===== config.mk =====
export PLATFORM = sky130hd
export DESIGN_NAME = gene_net_sweep_ctrl_flat
export DESIGN_NICKNAME = d
export VERILOG_FILES = /design/src/rtl/gene_net_sweep_ctrl_if.sv /design/src/rtl/gene_net_sweep_ctrl.sv /design/src/flat_wrapper.sv
export SDC_FILE = /design/constraint.sdc
export NUM_CORES = 1
export LEC_CHECK = 0
export BUFFER_PORTS_ARGS = -buffer_cell sky130_fd_sc_hd__buf_2
export CORE_ASPECT_RATIO = 1.4
export CORE_MARGIN = 4
export CORE_UTILIZATION = 55
export DETAILED_ROUTE_END_ITERATION = 7
export HOLD_SLACK_MARGIN = 0.06
export MAX_ROUTING_LAYER = met4
export PLACE_DENSITY = 0.86
export SLEW_MARGIN = 20
export SYNTH_ARGS = -nofsm -noshare
export SYNTH_HDL_FRONTEND = slang
export SYNTH_SLANG_ARGS = --single-unit

===== constraint.sdc =====
create_clock -name clk -period 3 [get_ports clk]
set_clock_uncertainty 0.15 [all_clocks]
set_input_delay 0.15 -clock clk [delete_from_list [all_inputs] [get_ports clk]]
set_output_delay 0.15 -clock clk [all_outputs]
set_load 0.02 [all_outputs]

===== src/rtl/gene_net_sweep_ctrl_if.sv =====
// Handshake and datapath bundle for gene_net_sweep_ctrl.
// The slave modport is the controller's view; the master modport is the requester/datapath side.
interface gene_net_sweep_ctrl_if #(
  parameter int W = 8
);
  logic           start;
  logic [W-1:0]   seed_lo;
  logic [W-1:0]   seed_hi;
  logic           busy;
  logic           done;
  logic [W-1:0]   gn_x;
  logic [W-1:0]   gn_nx;
  logic           res_valid;
  logic           res_ready;
  logic [W-1:0]   res_seed;
  logic [W-1:0]   res_attr;
  logic [W:0]     res_period;
  logic [W:0]     fixed_cnt;
  logic [W:0]     cycle_cnt;

  modport slave (
    input  start, seed_lo, seed_hi, gn_nx, res_ready,
    output busy, done, gn_x, res_valid, res_seed, res_attr, res_period,
           fixed_cnt, cycle_cnt
  );

  modport master (
    output start, seed_lo, seed_hi, gn_nx, res_ready,
    input  busy, done, gn_x, res_valid, res_seed, res_attr, res_period,
           fixed_cnt, cycle_cnt
  );
endinterface


===== src/rtl/gene_net_sweep_ctrl.sv =====
// Sweeps seeds through an external combinational gene_net step and classifies each attractor.
// Optional macro GN_SWEEP_EARLY_EXIT_EN: report a fixed point as soon as it is reached during warm-up.
module gene_net_sweep_ctrl #(
  parameter int W      = 8,
  parameter int WARMUP = 2**W
) (
  input  logic                  clk,
  input  logic                  rst,
  gene_net_sweep_ctrl_if.slave  bus
);

  localparam int STEP_W = (WARMUP > 1) ? $clog2(WARMUP) : 1;
  localparam logic [STEP_W-1:0] STEP_LAST = STEP_W'(WARMUP - 1);
  localparam logic [W:0] ONE = (W+1)'(1);

  localparam logic [2:0] ST_IDLE   = 3'd0;
  localparam logic [2:0] ST_LOAD   = 3'd1;
  localparam logic [2:0] ST_WARM   = 3'd2;
  localparam logic [2:0] ST_MEAS   = 3'd3;
  localparam logic [2:0] ST_REPORT = 3'd4;
  localparam logic [2:0] ST_DONE   = 3'd5;

  logic [2:0]        state_q, state_d;
  logic [W-1:0]      x_q, x_d;
  logic [W-1:0]      seed_q, seed_d;
  logic [W-1:0]      seedHi_q, seedHi_d;
  logic [STEP_W-1:0] step_q, step_d;
  logic [W-1:0]      ref_q, ref_d;
  logic [W-1:0]      min_q, min_d;
  logic [W:0]        per_q, per_d;
  logic [W:0]        period_q, period_d;
  logic [W-1:0]      attr_q, attr_d;
  logic [W:0]        fixedCnt_q, fixedCnt_d;
  logic [W:0]        cycleCnt_q, cycleCnt_d;
  logic [W-1:0]      minNext;

  assign minNext = (bus.gn_nx < min_q) ? bus.gn_nx : min_q;

  always_comb begin
    state_d    = state_q;
    x_d        = x_q;
    seed_d     = seed_q;
    seedHi_d   = seedHi_q;
    step_d     = step_q;
    ref_d      = ref_q;
    min_d      = min_q;
    per_d      = per_q;
    period_d   = period_q;
    attr_d     = attr_q;
    fixedCnt_d = fixedCnt_q;
    cycleCnt_d = cycleCnt_q;

    case (state_q)
      ST_IDLE: begin
        if (bus.start) begin
          seed_d     = bus.seed_lo;
          seedHi_d   = bus.seed_hi;
          fixedCnt_d = '0;
          cycleCnt_d = '0;
          state_d    = (bus.seed_lo > bus.seed_hi) ? ST_DONE : ST_LOAD;
        end
      end

      ST_LOAD: begin
        x_d     = seed_q;
        step_d  = '0;
        state_d = ST_WARM;
      end

      // Warm-up puts the trajectory on its attractor; ref is the first on-attractor state.
      ST_WARM: begin
        x_d    = bus.gn_nx;
        step_d = step_q + 1'b1;
`ifdef GN_SWEEP_EARLY_EXIT_EN
        if (bus.gn_nx == x_q) begin
          attr_d   = x_q;
          period_d = ONE;
          state_d  = ST_REPORT;
        end else
`endif
        if (step_q == STEP_LAST) begin
          ref_d   = bus.gn_nx;
          min_d   = bus.gn_nx;
          per_d   = ONE;
          state_d = ST_MEAS;
        end
      end

      ST_MEAS: begin
        x_d   = bus.gn_nx;
        min_d = minNext;
        if (bus.gn_nx == ref_q) begin
          period_d = per_q;
          attr_d   = minNext;
          state_d  = ST_REPORT;
        end else begin
          per_d = per_q + 1'b1;
        end
      end

      // The last-seed test precedes the increment so seed_hi at the top of the range cannot wrap.
      ST_REPORT: begin
        if (bus.res_ready) begin
          if (period_q == ONE) fixedCnt_d = fixedCnt_q + 1'b1;
          else                 cycleCnt_d = cycleCnt_q + 1'b1;
          if (seed_q == seedHi_q) begin
            state_d = ST_DONE;
          end else begin
            seed_d  = seed_q + 1'b1;
            state_d = ST_LOAD;
          end
        end
      end

      ST_DONE: state_d = ST_IDLE;

      default: state_d = ST_IDLE;
    endcase
  end

  always_ff @(posedge clk or posedge rst) begin
    if (rst) begin
      state_q    <= ST_IDLE;
      x_q        <= '0;
      seed_q     <= '0;
      seedHi_q   <= '0;
      step_q     <= '0;
      ref_q      <= '0;
      min_q      <= '0;
      per_q      <= '0;
      period_q   <= '0;
      attr_q     <= '0;
      fixedCnt_q <= '0;
      cycleCnt_q <= '0;
    end else begin
      state_q    <= state_d;
      x_q        <= x_d;
      seed_q     <= seed_d;
      seedHi_q   <= seedHi_d;
      step_q     <= step_d;
      ref_q      <= ref_d;
      min_q      <= min_d;
      per_q      <= per_d;
      period_q   <= period_d;
      attr_q     <= attr_d;
      fixedCnt_q <= fixedCnt_d;
      cycleCnt_q <= cycleCnt_d;
    end
  end

  assign bus.busy       = (state_q != ST_IDLE);
  assign bus.done       = (state_q == ST_DONE);
  assign bus.res_valid  = (state_q == ST_REPORT);
  assign bus.gn_x       = x_q;
  assign bus.res_seed   = seed_q;
  assign bus.res_attr   = attr_q;
  assign bus.res_period = period_q;
  assign bus.fixed_cnt  = fixedCnt_q;
  assign bus.cycle_cnt  = cycleCnt_q;

endmodule


===== src/flat_wrapper.sv =====
// flat-port wrapper written by rule: the top's interface ports become plain ports
module gene_net_sweep_ctrl_flat 
#(
  parameter int W      = 8,
  parameter int WARMUP = 2**W
)
  (clk, rst, bus_start, bus_seed_lo, bus_seed_hi, bus_gn_nx, bus_res_ready, bus_busy, bus_done, bus_gn_x, bus_res_valid, bus_res_seed, bus_res_attr, bus_res_period, bus_fixed_cnt, bus_cycle_cnt);
  gene_net_sweep_ctrl_if #(.W(W)) bus_i ();
  input  logic clk;
  input  logic rst;
  input wire logic [$bits(bus_i.start)-1:0] bus_start;
  input wire logic [$bits(bus_i.seed_lo)-1:0] bus_seed_lo;
  input wire logic [$bits(bus_i.seed_hi)-1:0] bus_seed_hi;
  input wire logic [$bits(bus_i.gn_nx)-1:0] bus_gn_nx;
  input wire logic [$bits(bus_i.res_ready)-1:0] bus_res_ready;
  output wire logic [$bits(bus_i.busy)-1:0] bus_busy;
  output wire logic [$bits(bus_i.done)-1:0] bus_done;
  output wire logic [$bits(bus_i.gn_x)-1:0] bus_gn_x;
  output wire logic [$bits(bus_i.res_valid)-1:0] bus_res_valid;
  output wire logic [$bits(bus_i.res_seed)-1:0] bus_res_seed;
  output wire logic [$bits(bus_i.res_attr)-1:0] bus_res_attr;
  output wire logic [$bits(bus_i.res_period)-1:0] bus_res_period;
  output wire logic [$bits(bus_i.fixed_cnt)-1:0] bus_fixed_cnt;
  output wire logic [$bits(bus_i.cycle_cnt)-1:0] bus_cycle_cnt;
  assign bus_i.start = bus_start;
  assign bus_i.seed_lo = bus_seed_lo;
  assign bus_i.seed_hi = bus_seed_hi;
  assign bus_i.gn_nx = bus_gn_nx;
  assign bus_i.res_ready = bus_res_ready;
  assign bus_busy = bus_i.busy;
  assign bus_done = bus_i.done;
  assign bus_gn_x = bus_i.gn_x;
  assign bus_res_valid = bus_i.res_valid;
  assign bus_res_seed = bus_i.res_seed;
  assign bus_res_attr = bus_i.res_attr;
  assign bus_res_period = bus_i.res_period;
  assign bus_fixed_cnt = bus_i.fixed_cnt;
  assign bus_cycle_cnt = bus_i.cycle_cnt;
  gene_net_sweep_ctrl #(.W(W), .WARMUP(WARMUP)) u_core (.clk(clk), .rst(rst), .bus(bus_i));
endmodule

Word level (Yosys, flattened, before mapping). Cells that the tools add are included.

Register bits: 95. Bits in latches: 0. RAM bits: 0. Bits in read-only memories: 0. Input port bits: 28. Output and inout port bits: 54. Word-level logic and storage cells: 78. Memories kept: 0.

$add $sub $neg: 5. Multipliers: 0. Div/mod/pow operators: 0. Magnitude comparators: 2. Equal/unequal tests: 17. Shift operators: 0. Muxes and demuxes: 26. Bitwise logic cells: 0. Reduce and logical (&&, ||, !) cells: 16.

Operator list (count): 8-bit case mux with 2 select lines (4); 9-bit two-way mux (7); 9-bit case mux with 2 select lines (3); 8-bit two-way mux (5); 9-bit by 1-bit adder with 9-bit output, second input constant (3); 3-bit two-way mux (6); 8-bit by 1-bit adder with 8-bit output, second input constant (2); 8-bit == test (2); 4-bit AND reduction (4); 3-bit case mux with 5 select lines (1); 2-bit != test, second input constant (5); 9-bit by 1-bit == test with 1-bit output, second input constant (1); 8-bit == test, second input constant (1); 8-bit greater-than comparator (1); 8-bit less-than comparator (1); 2-bit AND reduction (4); 2-bit nonzero test (4); 3-bit by 2-bit == test with 1-bit output, second input constant (2); 3-bit == test, second input constant (2); 2-bit by 1-bit != test with 1-bit output, second input constant (3); 3-bit by 1-bit == test with 1-bit output, second input constant (1); 3-bit logical NOT (1); 3-bit AND reduction (1); 3-bit nonzero test (1); 2-bit OR reduction (1).

Longest topological paths before layout. Gate-level depths: netlist (run 1).

Word-level depth: 4. Gate-level depth with buffers: 9. Gate-level depth less buffers: 7.

Worst setup path before layout (run 1). No wires, ideal clock.

Path kind: reg2reg. Start point: register u_core.min_q[7]. End point: register u_core.min_q[0]. Library setup time: 125 ps. Arrival: 1802 ps. Required time: 2725 ps. Slack: 923 ps. Stages on the path, launching flop included: 9. Path buffers: 1. Path through: dfrtp_1 -> inv_1 -> ha_1 -> nand2_1 -> nor3_1 -> a21oi_1 -> buf_2 -> a31oi_4 -> mux2_2.

Longest elaborated chain between the ends: 3.

Ends and longest elaborated chain: from (decl) (RTL line gene_net_sweep_ctrl.sv:29) `logic [W-1:0] min_q, min_d;`; from (signal assigned) (RTL line gene_net_sweep_ctrl.sv:142) `min_q <= min_d;`; 8-bit less-than comparator (RTL line gene_net_sweep_ctrl.sv:37) `assign minNext = (bus.gn_nx < min_q) ? bus.gn_nx : min_q;`; 8-bit two-way mux (RTL line gene_net_sweep_ctrl.sv:37); 8-bit case mux with 2 select lines (RTL line gene_net_sweep_ctrl.sv:53) `case (state_q)`.

No other way between the ends. A chain may end at the register's enable or synchronous reset.

Worst setup path in the final report (run 1).
Start point: input bus_gn_nx[1]. End point: register u_core.attr_q[6] (netlist: u_core.bus.res_attr[6]).

Longest elaborated chain between the ends: 2. Elaborated cells between the ends (all ways): 4.

Ends and longest elaborated chain: from (decl) (RTL line flat_wrapper.sv:14) `input wire logic [$bits(bus_i.gn_nx)-1:0] bus_gn_nx;`; 8-bit less-than comparator / 8-bit == test (equally long branches) (RTL line gene_net_sweep_ctrl.sv:37, gene_net_sweep_ctrl.sv:92); 8-bit two-way mux / 2-bit AND reduction (equally long branches); to (signal assigned) (RTL line gene_net_sweep_ctrl.sv:145) `attr_q <= attr_d;`; to (decl) (RTL line gene_net_sweep_ctrl.sv:32) `logic [W-1:0] attr_q, attr_d;`.

Parallel ways exist; a longest one is shown, timed or not.

==> results of run 1 <==
## stage by stage
stage	cells	instance area, sq um	util	hold slack (ns)	setup slack, ns
2_1_floorplan	534	5135	-	0.1054	0.2230
3_3_place_gp	706	5627	0.6197	0.1550	0.5519
3_5_place_dp	706	5627	0.6197	0.1738	0.4330
4_1_cts	745	6163	0.6788	0.07558	0.3462
5_1_grt	745	6163	0.6788	0.1023	0.1070
6_report	745	6163	0.6788	0.08260	0.3293
## worst paths after layout
kind                                                     start  cells after the start  slack, ns                             endpoint
worst max-delay path                              bus_gn_nx[1]                      8       0.33   u_core.bus.res_attr[6]$_DFFE_PP0P_
worst min-delay path                            bus_seed_lo[3]                      4       0.08   u_core.bus.res_seed[3]$_DFFE_PP0P_
worst max register to register   u_core.state_q[1]$_DFFE_PP0P_                      6       0.36   u_core.bus.res_attr[6]$_DFFE_PP0P_
worst min register to register  u_core.bus.gn_x[7]$_DFFE_PP0P_                      2       0.33       u_core.bus.gn_x[7]$_DFFE_PP0P_
max in group asynchronous                                  rst                      4       1.65         u_core.step_q[0]$_DFFE_PP0P_
min in group asynchronous                                  rst                      3       0.34  u_core.bus.fixed_cnt[8]$_DFFE_PP0P_
## state kept, by name, summed over array words and instances (netlist names)
signal	cells
u_core.bus.cycle_cnt	9
u_core.bus.fixed_cnt	9
u_core.bus.gn_x	8
u_core.bus.res_attr	8
u_core.bus.res_period	9
u_core.bus.res_seed	8
u_core.min_q	8
u_core.per_q	9
u_core.ref_q	8
u_core.seedHi_q	8
u_core.state_q	3
u_core.step_q	8
## synthesized netlist by cell type (all sizes together), types with 10 or more instances
cell / n / area share
o21ai: 38 / 0.037
dfrtp: 95 / 0.46
buf: 17 / 0.019
ha: 20 / 0.049
nand4: 14 / 0.017
nor4: 11 / 0.015
mux2: 25 / 0.055
nand2: 68 / 0.050
a21oi: 30 / 0.029
nand3: 25 / 0.024
mux2i: 10 / 0.019
inv: 18 / 0.013
and3: 11 / 0.013
xor2: 22 / 0.038
nor2: 37 / 0.027
## cell families (layout without fill, tap and decap cells)
family                   Yosys count  count (layout)  synth area share
AND/OR/NAND/NOR                  207             207            0.1998
XOR/XNOR                          29              29           0.04946
AO/OA/AOI/OAI                    105             105            0.1265
flip-flops                        95              95            0.4630
adder cells (fa/ha/maj)           20              20           0.04873
multiplexers                      35              35           0.07432
buffers and inverters             43             147           0.03825
## power groups by stage
stage | sequential [mW] | clock [mW] | combinational [mW]
3_3_place_gp | 1.99 | 0 | 1.74
6_report | 2.01 | 1.19 | 1.85
5_1_grt | 2.06 | 1.27 | 2.04
4_1_cts | 2.00 | 1.21 | 1.85
3_5_place_dp | 2.02 | 0 | 1.81
2_1_floorplan | 2.03 | 0 | 1.26
## metal layers
metal	vias to the layer above	wire length, um	GRT usage
li1	2096	-	-
met1	2196	4982	0.3031
met2	174	6685	0.4176
met3	33	640	0.04164
met4	0	338	0.1108
met5	-	0	-
## cells in the final DEF (no fill, tap or decap), drive strengths merged, types with 3 or more instances in the layout
cell type,netlist,layout
nor3,6,6
dlygate4sd3,0,23
dfrtp,95,95
inv,18,17
o21ai,38,38
or3,7,7
nand4,14,14
a21oi,30,30
mux2,25,25
or2,4,4
clkinv,0,3
and2,4,4
xnor2,7,7
nor4,11,11
nor2b,5,5
buf,17,90
a31oi,6,6
nand2b,5,5
mux2i,10,10
nand3,25,25
o31ai,4,4
nand2,68,68
nor2,37,37
clkbuf,8,12
xor2,22,22
and3,11,11
nor3b,3,3
a22oi,8,8
ha,20,20
## worst max-delay path, stage by stage
cell	delay, ns
dlygate4sd3_1	0.55
buf_2	0.17
xor2_1	0.15
nor4_1	0.47
and3b_1	0.80
buf_4	0.33
nor2_1	0.06
a21oi_1	0.12
## cell type report
type / instances / area share
timing repair buffer: 113 / 0.1161
clock inverter: 4 / 0.01137
multi-input combinational: 396 / 0.4156
clock buffer: 12 / 0.03837
sequential: 95 / 0.3857
inverter: 18 / 0.01117
tap: 107 / 0.02172
==> flow_summary.yaml, run 1 <==
global_routing:
  track_usage: 0.2539
  grt_overflow: 0
  grt_pass1_wl_um: 21250
  grt_pass1_vias: 4466
  grt_max_degree: 52
  antenna_found_initial: 0
clock_network:
  ctsResizeCount: 0
  cts_setup_buffers: 0
  worstSkewPairLatency_ns: 0.35
  clockRootBuffer: "clkbuf_16"
  clkSlewWorstSetupHoldPaths_ns: 0.06
  holdBufCountCts: 23
  cts_tree: "yes"
  clk_path_buf_depth: 2
  cts_htree_levels: 3
  numCtsBuffers: 9
  clkSinkCount: 95
timing:
  slew_headroom: 0.4010
  finalSetupViolations: 0
  period_share: 0.8902
  drv_slew: 0
  hold_viol: 0
  layout_min_cycle_time_ns: 2.671
  rsz0062_at_grt: "no"
  fmax_mhz: 374.4
  fin_setup_tns_ns: 0
  tightest_slew_ns: 0.8869
run_status:
  status: "completed"
layout:
  syn_to_final_growth_pct: 20.03
  antenna_cells: 0
  register_area_sq_mm: 0.002377
  multi_input_area_sq_mm: 0.002561
  fill_cells: 692
  fin_nets: 681
  drive_gt1_frac: 0.2147
setup_path:
  startpoint_type: "input port"
  cp_max_fo: 25
  cp-end-kind: "register"
  crit_type: "input port to register"
  cp_data_required_time_ns: 3.12
  arrival_ns: 2.79
power_and_ir_drop:
  power_frac_comb: 0.367
  share_clk_of_total_power: 0.236
  p_leak_nw: 2.968
  peakVddDrop_mv: 0.4799
  total_power_mw: 5.053
  netSwitchingFraction: 0.3874
  internal-power_mw: 3.096
  p_sw_mw: 1.957
  p_seq_frac: 0.397
  powerDensity_mw_per_mm2: 819.9
synthesis:
  syn_area_sq_mm: 0.005135
  synth_nets: 582
  async_flop_share: 1.000
  ys_seq_area_frac: 0.4630
  synth_ff_type: "dfrtp_1"
  syn_avg_cell_area_sq_um: 9.616
  ys_ff_latch: 95
  ys_warn_count: 0
  synthCells: 534
  synth_edf_count: 0
  synth.distinct_cells: 56
detailed_routing:
  first_iter_violations: 377
  dr_total_vias: 4499
  drc_errors: 0
  postRouteWirelength_um: 12650
  wl_per_cell_um: 16.97
  vias_per_cell: 6.039
  drt_pass1_iterations: 5
  ant_nets: 0
floorplanning:
  fp.dieW_um: 89.66
  start_util: 0.5655
  dieArea_sq_mm: 0.01097
  fp.coreArea_sq_mm: 0.009080
  dieHeight_um: 122.3
  io_pins: 82
  rows: 41
placement:
  port-buffer-count: 81
  dp_hpwl_um: 9116
  gp_congestion: 0.9110
job:
  cap_violations: 0
hold_path:
  hold_path.class: "input port to register"
Power figures use the tool's default switching activity.
==> run 2, diff against run 1 <==
--- a/config.mk
+++ b/config.mk
@@ -5,6 +5,7 @@
 export SDC_FILE = /design/constraint.sdc
 export NUM_CORES = 1
 export LEC_CHECK = 0
+export ABC_AREA = 1
 export BUFFER_PORTS_ARGS = -buffer_cell sky130_fd_sc_hd__buf_2
 export CORE_ASPECT_RATIO = 1.4
 export CORE_MARGIN = 4
@@ -12,7 +13,7 @@
 export DETAILED_ROUTE_END_ITERATION = 7
 export HOLD_SLACK_MARGIN = 0.06
 export MAX_ROUTING_LAYER = met4
-export PLACE_DENSITY = 0.86
+export PLACE_DENSITY = 0.85
 export SLEW_MARGIN = 20
 export SYNTH_ARGS = -nofsm -noshare
 export SYNTH_HDL_FRONTEND = slang
==> run 2 against run 1 <==
Compared with the run above: count of clock-buffer cells in the layout did not move; combinational power is 91% lower; first-iteration DRC count fell by 22%; final cell count up 35%; core utilization shrank 0.69 points; synthesized cell count grew 44%; die area grew 9.4%; synthesized area rose by 10%; total power down 46%; hold slack is essentially flat; critical path type is now register to register.
==> flow_summary.yaml, run 2 <==
run_status:
  status: "completed"
timing:
  finalSetupViolations: 0
  layout_min_cycle_time_ns: 2.402
  setup_ws_ns: 0.5982
  period_share: 0.8006
  drv_slew: 0
  tightest_slew_ns: 0.8298
  fin_setup_tns_ns: 0
  fmax_mhz: 416.4
  rsz0062_at_grt: "no"
  hold_viol: 0
  slew_headroom: 0.4454
synthesis:
  synth_ff_type: "dfrtp_1"
  synth.distinct_cells: 36
  syn_area_sq_mm: 0.005658
  synth_edf_count: 0
  netlist.area_leader.share: 0.4202
  async_flop_share: 1.000
  synth_common_cells: "261 x nand2_1, 95 x dfrtp_1, 84 x inv_1, 61 x nand3_1, 59 x nor2_1"
  synthTopCellsByArea: "dfrtp_1 42%, nand2_1 17%, inv_1 5.6%"
  synth_nets: 816
  ys_seq_area_frac: 0.4202
  yosysMostFrequentCell: "nand2_1"
  synthCells: 768
  synth_top_area_cell: "dfrtp_1"
  ys_warn_count: 0
  ys_ff_latch: 95
  syn_avg_cell_area_sq_um: 7.367
placement:
  dp_hpwl_um: 9812
  dp_worst_setup_slack_ns: 0.6450
  port-buffer-count: 81
  gp_congestion: 0.8829
  post-place-cells: 965
  placed_area_sq_mm: 0.006141
job:
  cap_violations: 0
floorplanning:
  io_pins: 82
  fp.dieW_um: 93.72
  start_util: 0.5654
  dieHeight_um: 128.0
  dieArea_sq_mm: 0.01200
  fp.coreArea_sq_mm: 0.01001
  rows: 43
setup_path:
  cp-end-kind: "register"
  path_cells: "buf_4 > inv_2 > nor2_8 > nand3_1 > nor2_1 > nand2_1 > nand2_1 > inv_1 > nand2_1 > nand2_1"
  critPathMaxStageDelay_ns: 0.46
  cpMaxStageDelayCell: "dfrtp_1"
  startpoint_type: "register"
  cp_max_fo: 17
  crit_type: "register to register"
  cp_data_required_time_ns: 3.09
  arrival_ns: 2.49
  cpMostUsedCell: "nand2_1"
power_and_ir_drop:
  power_frac_comb: 0.058
  peakVddDrop_mv: 0.3018
  powerDensity_mw_per_mm2: 408.0
  p_sw_mw: 0.5921
  share_clk_of_total_power: 0.472
  internal-power_mw: 2.151
  netSwitchingFraction: 0.2158
  p_seq_frac: 0.470
  p_leak_nw: 3.735
clock_network:
  clkSinkCount: 95
  clkSlewWorstSetupHoldPaths_ns: 0.07
  numCtsBuffers: 9
  clk_path_buf_depth: 2
  cts_tree: "yes"
  clockRootBuffer: "clkbuf_16"
  worstSkewPairLatency_ns: 0.35
  cts_htree_levels: 3
global_routing:
  grt_pass1_vias: 5184
  grt_overflow: 0
  grt_pass1_wl_um: 24160
  grt_max_degree: 47
  antenna_found_initial: 0
  track_usage: 0.2585
detailed_routing:
  dr_total_vias: 5322
  postRouteWirelength_um: 14050
  vias_per_cell: 5.296
  wl_per_cell_um: 13.98
  drt_pass1_iterations: 5
  drc_errors: 0
  ant_nets: 0
  first_iter_violations: 293
layout:
  antenna_cells: 0
  final_common_cell: "nand2_1"
  fin_cells: 1005
  fin_area_sq_mm: 0.006724
  utilization: 0.6719
  final_cell_mix: "261 x nand2_1, 95 x dfrtp_1, 83 x inv_1"
  drive_gt1_frac: 0.1506
  syn_to_final_growth_pct: 18.84
  fill_cells: 842
  fin_nets: 913
hold_path:
  hold_path.class: "input port to register"
run 2: worst paths after layout:
| path | end | slack, ns | from | cells past startpoint |
|---|---|---|---|---|
| setup / recovery | u_core.bus.res_seed[6]$_DFFE_PP0P_ | 0.60 | u_core.state_q[2]$_DFFE_PP0P_ | 10 |
| hold / removal | u_core.ref_q[0]$_DFFE_PP0P_ | 0.08 | bus_gn_nx[0] | 3 |
| setup reg to reg | u_core.bus.res_seed[6]$_DFFE_PP0P_ | 0.60 | u_core.state_q[2]$_DFFE_PP0P_ | 10 |
| hold reg to reg | u_core.bus.res_attr[4]$_DFFE_PP0P_ | 0.33 | u_core.bus.res_attr[4]$_DFFE_PP0P_ | 2 |
| max in group asynchronous | u_core.step_q[5]$_DFFE_PP0P_ | 1.65 | rst | 4 |
| min in group asynchronous | u_core.bus.res_period[1]$_DFFE_PP0P_ | 0.34 | rst | 3 |
run 2: through the flow:
stage | hold WS [ns] | power [mW]
after global placement | 0.1716 | 1.446
after CTS | 0.07029 | 2.755
after detailed placement | 0.1814 | 1.448
final | 0.08291 | 2.744
after floorplan | 0.1586 | 1.389
after global routing | 0.1036 | 2.840
run 2: repair_timing:
item	4_1_cts	5_1_grt
setup buffers	0	0
resized for setup	0	0
endpoints found under the hold margin	70	0
hold buffers	24	0
run 2: cell families after synthesis:
group                      Yosys count  share of synthesized area
AOI/OAI and AO/OA                   92                    0.08735
adders and majority gates           20                    0.04423
muxes                                1                   0.001769
and+or+nand+nor                    422                     0.3251
xor gates and xnor gates            23                    0.03560
buffers and inverters              115                    0.08580
DFF                                 95                     0.4202
run 2: cell type report:
cell class                      count  area (sq um)  area share
Multi-Input combinational cell    558          2795      0.4157
Sequential cell                    95          2377      0.3536
Timing Repair Buffer              109         688.2      0.1023
Inverter                           92         351.6     0.05229
Clock buffer                       12         266.5     0.03964
Tap cell                          135         168.9     0.02512
Clock inverter                      4         76.32     0.01135
run 2: critical path, delay by kind of cell (launching register included):
family / cells / cell delay, ns
simple gates: 7 / 1.13
buf+inv: 3 / 0.55
flops: 1 / 0.46
run 2: power by group through the flow:
stage	sequential, mW	combinational (mW)	clock (mW)
floorplan	1.32	0.0695	0
global placement	1.31	0.131	0
detailed placement	1.31	0.133	0
CTS	1.29	0.158	1.31
global route	1.29	0.179	1.37
finish	1.29	0.158	1.29
run 2: metal layers:
layer | vias to the layer above | share of wire | global-route usage
met5 | - | 0 | -
met3 | 26 | 0.064 | 0.04815
li1 | 2643 | - | -
met4 | 0 | 0.020 | 0.08844
met2 | 185 | 0.51 | 0.4337
met1 | 2468 | 0.41 | 0.3116
==> run 3, diff against run 2 <==
--- a/config.mk
+++ b/config.mk
@@ -9,11 +9,11 @@
 export BUFFER_PORTS_ARGS = -buffer_cell sky130_fd_sc_hd__buf_2
 export CORE_ASPECT_RATIO = 1.4
 export CORE_MARGIN = 4
-export CORE_UTILIZATION = 55
+export CORE_UTILIZATION = 52
 export DETAILED_ROUTE_END_ITERATION = 7
 export HOLD_SLACK_MARGIN = 0.06
 export MAX_ROUTING_LAYER = met4
-export PLACE_DENSITY = 0.85
+export PLACE_DENSITY = 0.84
 export SLEW_MARGIN = 20
 export SYNTH_ARGS = -nofsm -noshare
 export SYNTH_HDL_FRONTEND = slang
==> constraint.sdc (replaced) <==
create_clock -name clk -period 2.2 [get_ports clk]
set_clock_uncertainty 0.15 [all_clocks]
set_input_delay 0.11 -clock clk [delete_from_list [all_inputs] [get_ports clk]]
set_output_delay 0.11 -clock clk [all_outputs]
set_load 0.02 [all_outputs]
==> run 3 against run 2 <==
Compared with the run above: die area up 5.3%; first-iteration DRC count up 30%; register-to-register slack worse by 0.40 ns; wire length up 1.1%; final cell count up 1.4%; via count up 0.73%; non-clock buffer count up 11; core utilization down 2.2 points; sequential cell count unchanged.
==> flow_summary.yaml, run 3 (synthesized netlist as in run 2, its figures left out) <==
timing:
  layout_min_cycle_time_ns: 1.998
  fmax_mhz: 500.6
  fin_hold_ws_ns: 0.1081
  tightest_slew_ns: 0.5441
  finalSetupViolations: 0
  fin_setup_tns_ns: 0
  slew_headroom: 0.6373
  hold_viol: 0
  drv_slew: 0
  period_share: 0.9080
  rsz0062_at_grt: "no"
clock_network:
  clockRootBuffer: "clkbuf_16"
  cts_setup_buffers: 0
  cts_tree: "yes"
  worstSkewPairLatency_ns: 0.35
  numCtsBuffers: 9
  cts_htree_levels: 3
  ctsResizeCount: 0
  clkSinkCount: 95
  clkSlewWorstSetupHoldPaths_ns: 0.07
  clk_path_buf_depth: 2
detailed_routing:
  dr_total_vias: 5361
  vias_per_cell: 5.261
  drc_errors: 0
  first_iter_violations: 380
  drt_pass1_iterations: 6
  postRouteWirelength_um: 14200
  ant_nets: 0
  wl_per_cell_um: 13.94
floorplanning:
  dieHeight_um: 131.4
  fp.coreArea_sq_mm: 0.01052
  rows: 44
  fp.dieW_um: 96.16
  io_pins: 82
  dieArea_sq_mm: 0.01264
  start_util: 0.5381
setup_path:
  cp-end-kind: "register"
  crit_type: "register to register"
  cp_data_required_time_ns: 2.34
  arrival_ns: 2.14
  startpoint_type: "register"
  cp_max_fo: 11
  rr_worst_depth: 9
power_and_ir_drop:
  internal-power_mw: 2.965
  share_clk_of_total_power: 0.474
  p_seq_frac: 0.468
  powerDensity_mw_per_mm2: 550.5
  netSwitchingFraction: 0.2115
  peakVddDrop_mv: 0.4336
  p_sw_mw: 0.7953
  p_leak_nw: 3.791
  power_frac_comb: 0.058
layout:
  fin_nets: 924
  fill_cells: 869
  drive_gt1_frac: 0.1578
  antenna_cells: 0
  fin_area_sq_mm: 0.006832
  final_cell_mix: "261 x nand2_1, 95 x dfrtp_1, 83 x inv_1"
  syn_to_final_growth_pct: 20.74
  final_common_cell: "nand2_1"
job:
  cap_violations: 0
run_status:
  status: "completed"
hold_path:
  hold_path.class: "input port to register"
  hold_depth: 5
placement:
  gp_congestion: 0.8906
  port-buffer-count: 81
  dp_hpwl_um: 9888
  placed_area_sq_mm: 0.006227
global_routing:
  grt_max_degree: 96
  grt_pass1_wl_um: 23820
  grt_overflow: 0
  antenna_found_initial: 0
  grt_pass1_vias: 5090
  track_usage: 0.2413
==> run 3: worst max-delay path, cell delays in order, from the launching register on <==
cell	delay [ns]
dfrtp_1	0.39
ha_1	0.19
nand2_1	0.08
nor2_1	0.24
nand2_1	0.09
nand2_1	0.37
nand2_1	0.13
a21oi_1	0.16
nand2_1	0.07
nand2_1	0.06
==> run 3: layout make-up <==
class                      instances  area [sq um]  share of cell area
inverter                          92         354.1             0.05183
tap                              138         172.7             0.02527
timing repair buffer             120         788.3              0.1154
multi-input combinational        558          2795              0.4092
clock buffer                      14         284.0             0.04158
sequential                        95          2377              0.3480
clock inverter                     2         60.06            0.008791
==> run 3: layer usage <==
metal | GRT usage | part of all wire | up-vias
li1 | - | - | 2654
met2 | 0.3872 | 0.50 | 158
met1 | 0.2990 | 0.42 | 2517
met3 | 0.03204 | 0.051 | 32
met5 | - | 0 | -
met4 | 0.1076 | 0.026 | 0
==> run 3: worst paths after layout <==
check / startpoint / end / slack (ns)
max: u_core.step_q[1]$_DFFE_PP0P_ / u_core.state_q[2]$_DFFE_PP0P_ / 0.20
min: bus_start / u_core.state_q[1]$_DFFE_PP0P_ / 0.11
max reg2reg: u_core.step_q[1]$_DFFE_PP0P_ / u_core.state_q[2]$_DFFE_PP0P_ / 0.20
min reg2reg: u_core.bus.res_attr[1]$_DFFE_PP0P_ / u_core.bus.res_attr[1]$_DFFE_PP0P_ / 0.33
max in group asynchronous: rst / u_core.seedHi_q[6]$_DFFE_PP0P_ / 1.18
min in group asynchronous: rst / u_core.seedHi_q[3]$_DFFE_PP0P_ / 0.27
==> run 3: metrics by stage <==
step | instances | setup slack (ns) | total power [mW] | utilization
6_report | 1019 | 0.2024 | 3.761 | 0.6497
2_1_floorplan | 768 | 0.4451 | 1.895 | -
3_5_place_dp | 977 | 0.2643 | 1.974 | 0.5922
5_1_grt | 1019 | 0.05558 | 3.886 | 0.6497
3_3_place_gp | 977 | 0.2761 | 1.971 | 0.5922
4_1_cts | 1019 | 0.2313 | 3.777 | 0.6497
==> run 3: repair_timing <==
item | in CTS | in global routing
hold buffers | 26 | 0
endpoints found under the setup margin | 0 | 0
endpoints found under the hold margin | 132 | 0
==> run 3: power by group through the flow <==
stage,logic [mW],clock network (mW),registers [mW]
5_1_grt,0.248,1.88,1.76
6_report,0.218,1.78,1.76
4_1_cts,0.219,1.80,1.76
3_3_place_gp,0.179,0,1.79
2_1_floorplan,0.0951,0,1.80
3_5_place_dp,0.183,0,1.79
